File: src/rtl/hazard_ctrl.sv
// Pipeline hazard controller: forwarding-source selection, load-use / no-forward
// stalls, and branch-redirect flushing with saturating stall/flush event counters.
module hazard_ctrl #(
  parameter int XLEN      = 32,
  parameter int RA_W      = 5,
  parameter int FWD_EN    = 1,
  parameter int FLUSH_CYC = 1,
  parameter int CNT_W     = 16
) (
  input  logic             clk,
  input  logic             rst,
  input  logic             id_valid,
  input  logic [RA_W-1:0]  id_rs1,
  input  logic [RA_W-1:0]  id_rs2,
  input  logic             id_use_rs1,
  input  logic             id_use_rs2,
  input  logic [RA_W-1:0]  id_rd,
  input  logic             id_regwrite,
  input  logic             id_is_load,
  input  logic [XLEN-1:0]  id_rdata1,
  input  logic [XLEN-1:0]  id_rdata2,
  input  logic [XLEN-1:0]  ex_fwd_data,
  input  logic [XLEN-1:0]  mem_fwd_data,
  input  logic [XLEN-1:0]  wb_fwd_data,
  input  logic             ex_redirect,
  output logic             stall_if,
  output logic             flush_id,
  output logic             bubble_ex,
  output logic [1:0]       fwd_sel1,
  output logic [1:0]       fwd_sel2,
  output logic [XLEN-1:0]  fwd_rdata1,
  output logic [XLEN-1:0]  fwd_rdata2,
  output logic [CNT_W-1:0] stall_cnt,
  output logic [CNT_W-1:0] flush_cnt
);

  typedef struct packed {
    logic            valid;
    logic [RA_W-1:0] rd;
    logic            regwrite;
    logic            is_load;
  } slot_t;

  typedef enum logic [1:0] {IDLE, STALL, FLUSH} state_t;

  localparam logic [1:0] FLUSH_LAST = 2'(FLUSH_CYC - 1);

  slot_t      ex_q, mem_q, wb_q, ex_d;
  state_t     state_q, state_d;
  logic [1:0] fl_cnt_q, fl_cnt_d;
  logic       ex_hit1, mem_hit1, wb_hit1;
  logic       ex_hit2, mem_hit2, wb_hit2;
  logic       hazard, flush_active;
  logic       unused_wb_load;

  function automatic logic hit(input logic valid, input logic regwrite,
                               input logic [RA_W-1:0] rd, input logic [RA_W-1:0] rs,
                               input logic use_rs, input logic id_ok);
    return valid && regwrite && (rd == rs) && (rd != '0) && use_rs && id_ok;
  endfunction

  function automatic logic [1:0] pick(input logic ex_h, input logic ex_load,
                                      input logic mem_h, input logic wb_h);
    if (FWD_EN == 0)          return 2'd0;
    if (ex_h && !ex_load)     return 2'd1;
    if (mem_h)                return 2'd2;
    if (wb_h)                 return 2'd3;
    return 2'd0;
  endfunction

  function automatic logic [XLEN-1:0] operand(input logic [1:0] sel, input logic [XLEN-1:0] rf);
    case (sel)
      2'd1:    return ex_fwd_data;
      2'd2:    return mem_fwd_data;
      2'd3:    return wb_fwd_data;
      default: return rf;
    endcase
  endfunction

  assign ex_hit1  = hit(ex_q.valid,  ex_q.regwrite,  ex_q.rd,  id_rs1, id_use_rs1, id_valid);
  assign mem_hit1 = hit(mem_q.valid, mem_q.regwrite, mem_q.rd, id_rs1, id_use_rs1, id_valid);
  assign wb_hit1  = hit(wb_q.valid,  wb_q.regwrite,  wb_q.rd,  id_rs1, id_use_rs1, id_valid);
  assign ex_hit2  = hit(ex_q.valid,  ex_q.regwrite,  ex_q.rd,  id_rs2, id_use_rs2, id_valid);
  assign mem_hit2 = hit(mem_q.valid, mem_q.regwrite, mem_q.rd, id_rs2, id_use_rs2, id_valid);
  assign wb_hit2  = hit(wb_q.valid,  wb_q.regwrite,  wb_q.rd,  id_rs2, id_use_rs2, id_valid);

  // The WB slot keeps the same layout as EX/MEM; nothing downstream needs its load flag.
  assign unused_wb_load = wb_q.is_load;

  always_comb begin
    // NOTE: every always_comb output gets a default first so no latch is inferred.
    hazard = 1'b0;
    if (FWD_EN != 0) hazard = ex_q.is_load && (ex_hit1 || ex_hit2);
    else             hazard = ex_hit1 || mem_hit1 || wb_hit1 || ex_hit2 || mem_hit2 || wb_hit2;
  end

  // Outputs: redirect beats any hazard, and reset forces the quiet pass-through state.
  always_comb begin
    flush_active = rst && (ex_redirect || (state_q == FLUSH));
    flush_id     = flush_active;
    stall_if     = rst && hazard && !flush_active;
    bubble_ex    = flush_active || (rst && hazard);
    fwd_sel1     = rst ? pick(ex_hit1, ex_q.is_load, mem_hit1, wb_hit1) : 2'd0;
    fwd_sel2     = rst ? pick(ex_hit2, ex_q.is_load, mem_hit2, wb_hit2) : 2'd0;
    fwd_rdata1   = operand(fwd_sel1, id_rdata1);
    fwd_rdata2   = operand(fwd_sel2, id_rdata2);
  end

  always_comb begin
    ex_d = '0;
    if (!bubble_ex && id_valid)
      ex_d = '{valid: 1'b1, rd: id_rd, regwrite: id_regwrite, is_load: id_is_load};
  end

  always_ff @(posedge clk or negedge rst) begin
    // NOTE: sequential state uses non-blocking assignments so all slots advance together.
    if (!rst) begin
      ex_q  <= '0;
      mem_q <= '0;
      wb_q  <= '0;
    end else begin
      ex_q  <= ex_d;
      mem_q <= ex_q;
      wb_q  <= mem_q;
    end
  end

  always_ff @(posedge clk or negedge rst) begin
    if (!rst) begin
      state_q  <= IDLE;
      fl_cnt_q <= 2'd0;
    end else begin
      state_q  <= state_d;
      fl_cnt_q <= fl_cnt_d;
    end
  end

  // A single-cycle flush is fully covered by the redirect cycle, so FLUSH is skipped then.
  always_comb begin
    state_d  = state_q;
    fl_cnt_d = fl_cnt_q;
    if (ex_redirect) begin
      state_d  = (FLUSH_CYC > 1) ? FLUSH : IDLE;
      fl_cnt_d = (FLUSH_CYC > 1) ? 2'd1 : 2'd0;
    end else begin
      case (state_q)
        IDLE:  if (hazard) state_d = STALL;
        STALL: if (!hazard) state_d = IDLE;
        FLUSH: begin
          if (fl_cnt_q >= FLUSH_LAST) begin
            state_d  = IDLE;
            fl_cnt_d = 2'd0;
          end else begin
            fl_cnt_d = fl_cnt_q + 2'd1;
          end
        end
        default: state_d = IDLE;
      endcase
    end
  end

  always_ff @(posedge clk or negedge rst) begin
    if (!rst) begin
      stall_cnt <= '0;
      flush_cnt <= '0;
    end else begin
      if (stall_if && (stall_cnt != '1))    stall_cnt <= stall_cnt + CNT_W'(1);
      if (ex_redirect && (flush_cnt != '1)) flush_cnt <= flush_cnt + CNT_W'(1);
    end
  end

endmodule

File: config.mk
export PLATFORM = sky130hd
export DESIGN_NAME = hazard_ctrl
export DESIGN_NICKNAME = d
export VERILOG_FILES = /design/src/rtl/hazard_ctrl.sv
export SDC_FILE = /design/constraint.sdc
export NUM_CORES = 1
export LEC_CHECK = 0
export CAP_MARGIN = 20
export CORE_AREA = 3 3 114 116
export DETAILED_ROUTE_END_ITERATION = 12
export DIE_AREA = 0 0 117 119
export GPL_TIMING_DRIVEN = 0
export MAX_ROUTING_LAYER = met4
export PLACE_DENSITY_LB_ADDON = 0.08
export SLEW_MARGIN = 40
export SYNTH_ARGS = -nofsm -noshare
export SYNTH_HDL_FRONTEND = slang
export SYNTH_SLANG_ARGS = --single-unit
export TNS_END_PERCENT = 5
File: constraint.sdc
create_clock -name clk -period 3.2 [get_ports clk]
set_input_delay 0.64 -clock clk [delete_from_list [all_inputs] [get_ports clk]]
set_output_delay 0.64 -clock clk [all_outputs]
set_load 0.03 [all_outputs]
# Yosys cells after proc, flatten, opt, wreduce, memory -nomap -nowiden
# Index checks and enable logic that the tools add are counted.
# totals
out_inout_bits	103
word_cells	122
inputBits	183
ff_bits	58
# classes
eq_ne	19
muxes	37
magnitude_cmp	1
n_reduce_logical	48
addsub	3
# op_table
operator	n
case mux 32 bit (3 select lines)	2
two-way mux 2 bit	21
logical AND 1 bit	36
adder 16 x 1 -> 16 bit (second input constant)	2
!= test 16 bit (second input constant)	2
equality test 5 bit	6
nonzero test 5 bit	3
two-way mux 1 bit	12
equality test 2 bit (second input constant)	5
two-way mux 8 bit	1
equality test 2 x 1 -> 1 bit (second input constant)	3
!= test 3 bit (second input constant)	2
case mux 2 bit (3 select lines)	1
zero test 1 bit	3
logical OR 1 bit	3
!= test 3 x 2 -> 1 bit (second input constant)	1
AND reduction 3 bit	1
adder 2 x 1 -> 2 bit (second input constant)	1
>= comparator 2 x 1 -> 1 bit (second input constant)	1
zero test 2 bit	1
nonzero test 2 bit	1

# Longest topological paths before layout
# depth
word_depth	16
mapped_depth	8
ltp_nobuf	7

# Worst setup path after synthesis
# OpenSTA, ideal clock, no wires.
# synth_path
path_type	input to output
startpoint	input port id_rs2[0]
endpoint	output port fwd_rdata2[10]
required_time_ns	2.560
arrival_ns	2.717
cell_stages	8
n_path_buf	2
slack_ns	-0.157
path_cell_list	xnor2_1 -> nand4_1 -> nor4b_1 -> and2_0 -> clkbuf_1 -> buf_2 -> a221oi_1 -> o21ai_0
# synth_between
elab_chain_cells	14
word_cells_on_any_way	32
cone_classes	eq/ne (6); mux (13); reduce/logical (13)
# synth_rtl
item	line	text
from (decl)	14	input logic [RA_W-1:0] id_rs2,
equality test 5 bit	59	return valid && regwrite && (rd == rs) && (rd != '0) && use_rs && id_ok;
logical AND 1 bit (4 in a row)	59	
two-way mux 1 bit (2 in a row)	67	if (wb_h) return 2'd3;
two-way mux 1 bit	66	if (mem_h) return 2'd2;
two-way mux 2 bit	68	return 2'd0;
two-way mux 2 bit	67	
two-way mux 2 bit (*)	66	
two-way mux 2 bit (*)	104	fwd_sel2 = rst ? pick(ex_hit2, ex_q.is_load, mem_hit2, wb_hit2) : 2'd0;
equality test 2 bit or equality test 2 x 1 -> 1 bit (tied branches)	72	case (sel)
case mux 32 bit (3 select lines) (*)	72	
to (decl)	32	output logic [XLEN-1:0] fwd_rdata2,
# Every way passes the cells marked *; elsewhere a longest branch is shown, timed or not. The select of a mux whose other input is x is not followed.

# Worst setup path in the final report
# layout_path
startpoint	register mem_q[4] (netlist name)
endpoint	output port fwd_rdata1[4]
# layout_between
elab_chain_cells	13
word_cells_on_any_way	18
cone_classes	eq/ne (4); mux (9); reduce/logical (5)
# layout_rtl
item	line	text
from (decl)	48	slot_t ex_q, mem_q, wb_q, ex_d;
from (signal assigned)	123	mem_q <= ex_q;
equality test 5 bit	59	
logical AND 1 bit	59	
logical AND 1 bit (*) (3 in a row)	59	
two-way mux 2 bit	66	
two-way mux 2 bit	67	
two-way mux 2 bit	68	
two-way mux 2 bit (*)	67	
two-way mux 2 bit (*)	66	
two-way mux 2 bit (*)	103	fwd_sel1 = rst ? pick(ex_hit1, ex_q.is_load, mem_hit1, wb_hit1) : 2'd0;
equality test 2 bit or equality test 2 x 1 -> 1 bit (tied branches)	72	
case mux 32 bit (3 select lines) (*)	72	
to (decl)	31	output logic [XLEN-1:0] fwd_rdata1,
# Marks and branches as above.

==> flow_metrics.py <==
metrics = {
    "logic_synthesis": {
        "synthesis.instances": 574,
        "ys_warn_count": 0,
        "syn-cell-area_mm2": 0.004462,
        "ys_ff_latch": 54,
        "synth_top_area_cell": "dfrtp_1",
        "ys_seq_area_frac": 0.3029,
        "synth_ff_type": "dfrtp_1",
        "syn-num-nets": 759,
        "synth_edf_count": 0,
        "synth_top_area_frac": 0.3029,
        "syn_area_per_cell_um2": 7.773,
        "synth.distinct_cells": 51,
        "synthMostInstantiatedCell": "o21ai_0",
        "synth_commonest_cells": "o21ai_0 (79), nand2_1 (61), dfrtp_1 (54)",
        "synthTopCellsByArea": "dfrtp_1 (30%), o21ai_0 (8.9%), a221oi_1 (7.3%)",
        "synthArstFlopShare": 1.000,
    },
    "critical_path": {
        "crit_cells": 10,
        "path_max_fanout": 5,
        "critPathBufInv": 4,
        "crit_top_cell": "buf_6",
        "arrival_ns": 2.81,
        "critPathKind": "flip-flop to output pin",
        "critPathRequiredTime_ns": 2.56,
        "crit_slowest_cell": "or4_4",
        "crit_family": "compound AO/OA/AOI/OAI gates",
        "end_kind": "output pin",
        "reg2reg_to": "stall_cnt[10]",
        "worst_setup_path_start_kind": "flip-flop",
        "crit_start": "mem_q[4]",
        "r2r_cells": 8,
        "path_cells": "or4_4, o211a_1, and3_4, buf_6, o31ai_4, buf_6, buf_6, a22oi_1, o21ai_1, buf_4",
        "r2r_start": "ex_q[4]",
        "max_stage_delay_ns": 0.54,
        "crit_path_end": "fwd_rdata1[4]",
        "r2r_setup_slack_ns": 0.69,
    },
    "global_route": {
        "grt_use_total": 0.3444,
        "grt_pass1_vias": 6585,
        "grt_max_degree": 33,
        "antenna_found_initial": 1,
        "grt_pass1_wl_um": 36650,
        "overflow": 0,
    },
    "sta": {
        "fin_crit_sh": 1.079,
        "worst_clock_skew_ns": 0.005045,
        "setup-tns-final_ns": -9.454,
        "slew_headroom": 0.5356,
        "finalSetupViolations": 64,
        "slew_violations": 0,
        "fin_ws_ns": -0.2532,
        "worst_pin_slew_ns": 0.6878,
        "fmax_mhz": 289.6,
        "hold_viol": 0,
        "finalCriticalPeriod_ns": 3.453,
        "rsz0062_at_grt": "yes",
    },
    "floorplanning": {
        "rows": 40,
        "coreArea_mm2": 0.01201,
        "io_pins": 286,
        "initial_core_util": 0.3715,
        "dieArea_mm2": 0.01392,
        "fp.dieH_um": 119,
        "fp.dieW_um": 117,
    },
    "layout": {
        "syn_to_final_growth_pct": 90.89,
        "fin_area_mm2": 0.008517,
        "drive_above_1_share": 0.2654,
        "final_util": 0.7091,
        "final_nets": 1092,
    },
    "cts": {
        "cts_made_buffers": 5,
        "cts_max_level": 2,
        "clkLatencyLatePin_ns": 0.30,
        "cts_tree": "built",
        "clockRootBuffer": "clkbuf_16",
        "clk_pin_slew_ns": 0.08,
        "hold_buffers": 0,
        "cts.sinks": 54,
        "clock_path_buffers": 2,
    },
    "drt": {
        "drtIter0Drc": 544,
        "post-route-drc-count": 0,
        "first_pass_iters": 5,
        "wl_per_cell_um": 23.27,
        "wl_um": 24600,
        "detail-route-antenna-nets": 0,
        "vias": 6279,
        "viasPerCell": 5.940,
    },
    "min_path": {
        "worst_hold_path_type": "input port to async pin",
    },
    "power_and_ir_drop": {
        "p_clk_frac": 0.250,
        "power_density_mw_per_mm2": 265.8,
        "max-vdd-ir-drop_uv": 456.2,
        "seq_power_share": 0.359,
        "intPower_uw": 1483,
        "total_power_uw": 2264,
        "sw_frac_of_total": 0.3449,
        "leakagePower_uw": 0.003568,
        "switching_power_uw": 780.9,
        "combPwrFrac": 0.391,
    },
    "placement": {
        "gp_congestion": 1.001,
        "pre_cts_slack_ns": -1.701,
        "hpwl_um": 18070,
        "numPortBuffers": 285,
        "post_dp_cell_area_mm2": 0.007516,
    },
    "status": {
        "status": "finished with violations",
        "violations": "setup timing",
    },
    "flow_run": {
        "max_cap_violations": 0,
    },
}
-- worst min-delay path by stage --
stage                        start      endpoint  slack (ns)  depth (start not counted)
after global placement    mem_q[1]       wb_q[1]        0.39                          0
final                          rst  flush_cnt[7]        0.24                          1
after CTS                      rst  flush_cnt[7]        0.25                          1
after floorplan                rst       ex_q[0]        0.34                          0
after global routing           rst  flush_cnt[7]        0.26                          1
after detailed placement  mem_q[7]       wb_q[7]        0.39                          0
-- timing repair --
action | CTS | global route
setup buffers | 34 | 5
setup endpoints to repair | 70 | 71
pin swaps | 40 | 30
resized for setup | 632 | 75
cloned | 4 | 1
-- through the flow --
| step | std cells | hold WS [ns] |
|---|---|---|
| floorplan | 574 | 0.3444 |
| global placement | 1006 | 0.3911 |
| detailed placement | 1007 | 0.3884 |
| CTS | 1051 | 0.2501 |
| global route | 1056 | 0.2583 |
| finish | 1057 | 0.2437 |
-- final cells by class --
class                      instances  area, um2
multi-input combinational        464       3328
tap                              147      183.9
sequential                        54       1351
inverter                          12      45.04
clock inverter                     3      28.78
clock buffer                       5      125.1
antenna                            2      5.005
fill                             975       3495
buffer                            40      361.6
timing repair buffer             330       3088
-- cells in the final DEF, fill, tap and decap left out, types with 5 or more instances in the layout --
| master | instances |
|---|---|
| buf_4 | 93 |
| xor2_1 | 25 |
| clkbuf_16 | 6 |
| buf_2 | 10 |
| a221oi_2 | 15 |
| clkdlybuf4s50_1 | 201 |
| a221oi_1 | 20 |
| a21o_1 | 9 |
| nand2_1 | 57 |
| nand3_1 | 29 |
| and2_1 | 17 |
| inv_1 | 12 |
| clkbuf_4 | 8 |
| o21ai_0 | 56 |
| dfrtp_1 | 54 |
| buf_8 | 7 |
| a31oi_1 | 24 |
| nor3_1 | 10 |
| clkbuf_2 | 10 |
| buf_6 | 23 |
| xnor2_1 | 28 |
| nand4_1 | 7 |
| nor2_1 | 47 |
| o21ai_1 | 21 |
| or3_1 | 5 |
| a311oi_2 | 7 |
| clkbuf_1 | 5 |
-- power groups by stage --
stage	clock network [uW]	registers [uW]	logic, uW
final	566	814	884
after global placement	0	826	829
after floorplan	0	896	268
after global routing	610	823	934
after detailed placement	0	824	840
after CTS	572	811	866
-- layer usage --
metal,GRT usage,vias to the layer above,share of wire
met5,-,-,0
met4,0.1928,0,0.053
met3,0.09400,109,0.095
met2,0.5573,375,0.49
met1,0.3781,2987,0.36
li1,-,2808,-
-- cells by family (layout without fill, tap and decap cells) --
family | Yosys count | count (layout) | share of synthesized area
AO/OA/AOI/OAI | 193 | 193 | 0.2914
XOR/XNOR | 58 | 58 | 0.1139
adder cells (fa/ha/maj) | 2 | 2 | 0.005608
flip-flops | 54 | 54 | 0.3029
multiplexers | 3 | 3 | 0.007571
other | 0 | 2 | 0
buffers and inverters | 56 | 390 | 0.05356
AND/OR/NAND/NOR | 208 | 208 | 0.2252
-- flip-flops by register name, summed over array words and instances, names as in the netlist --
register	count
wb_q	7
flush_cnt	16
ex_q	8
mem_q	7
stall_cnt	16
Power figures use the tool's default switching activity.
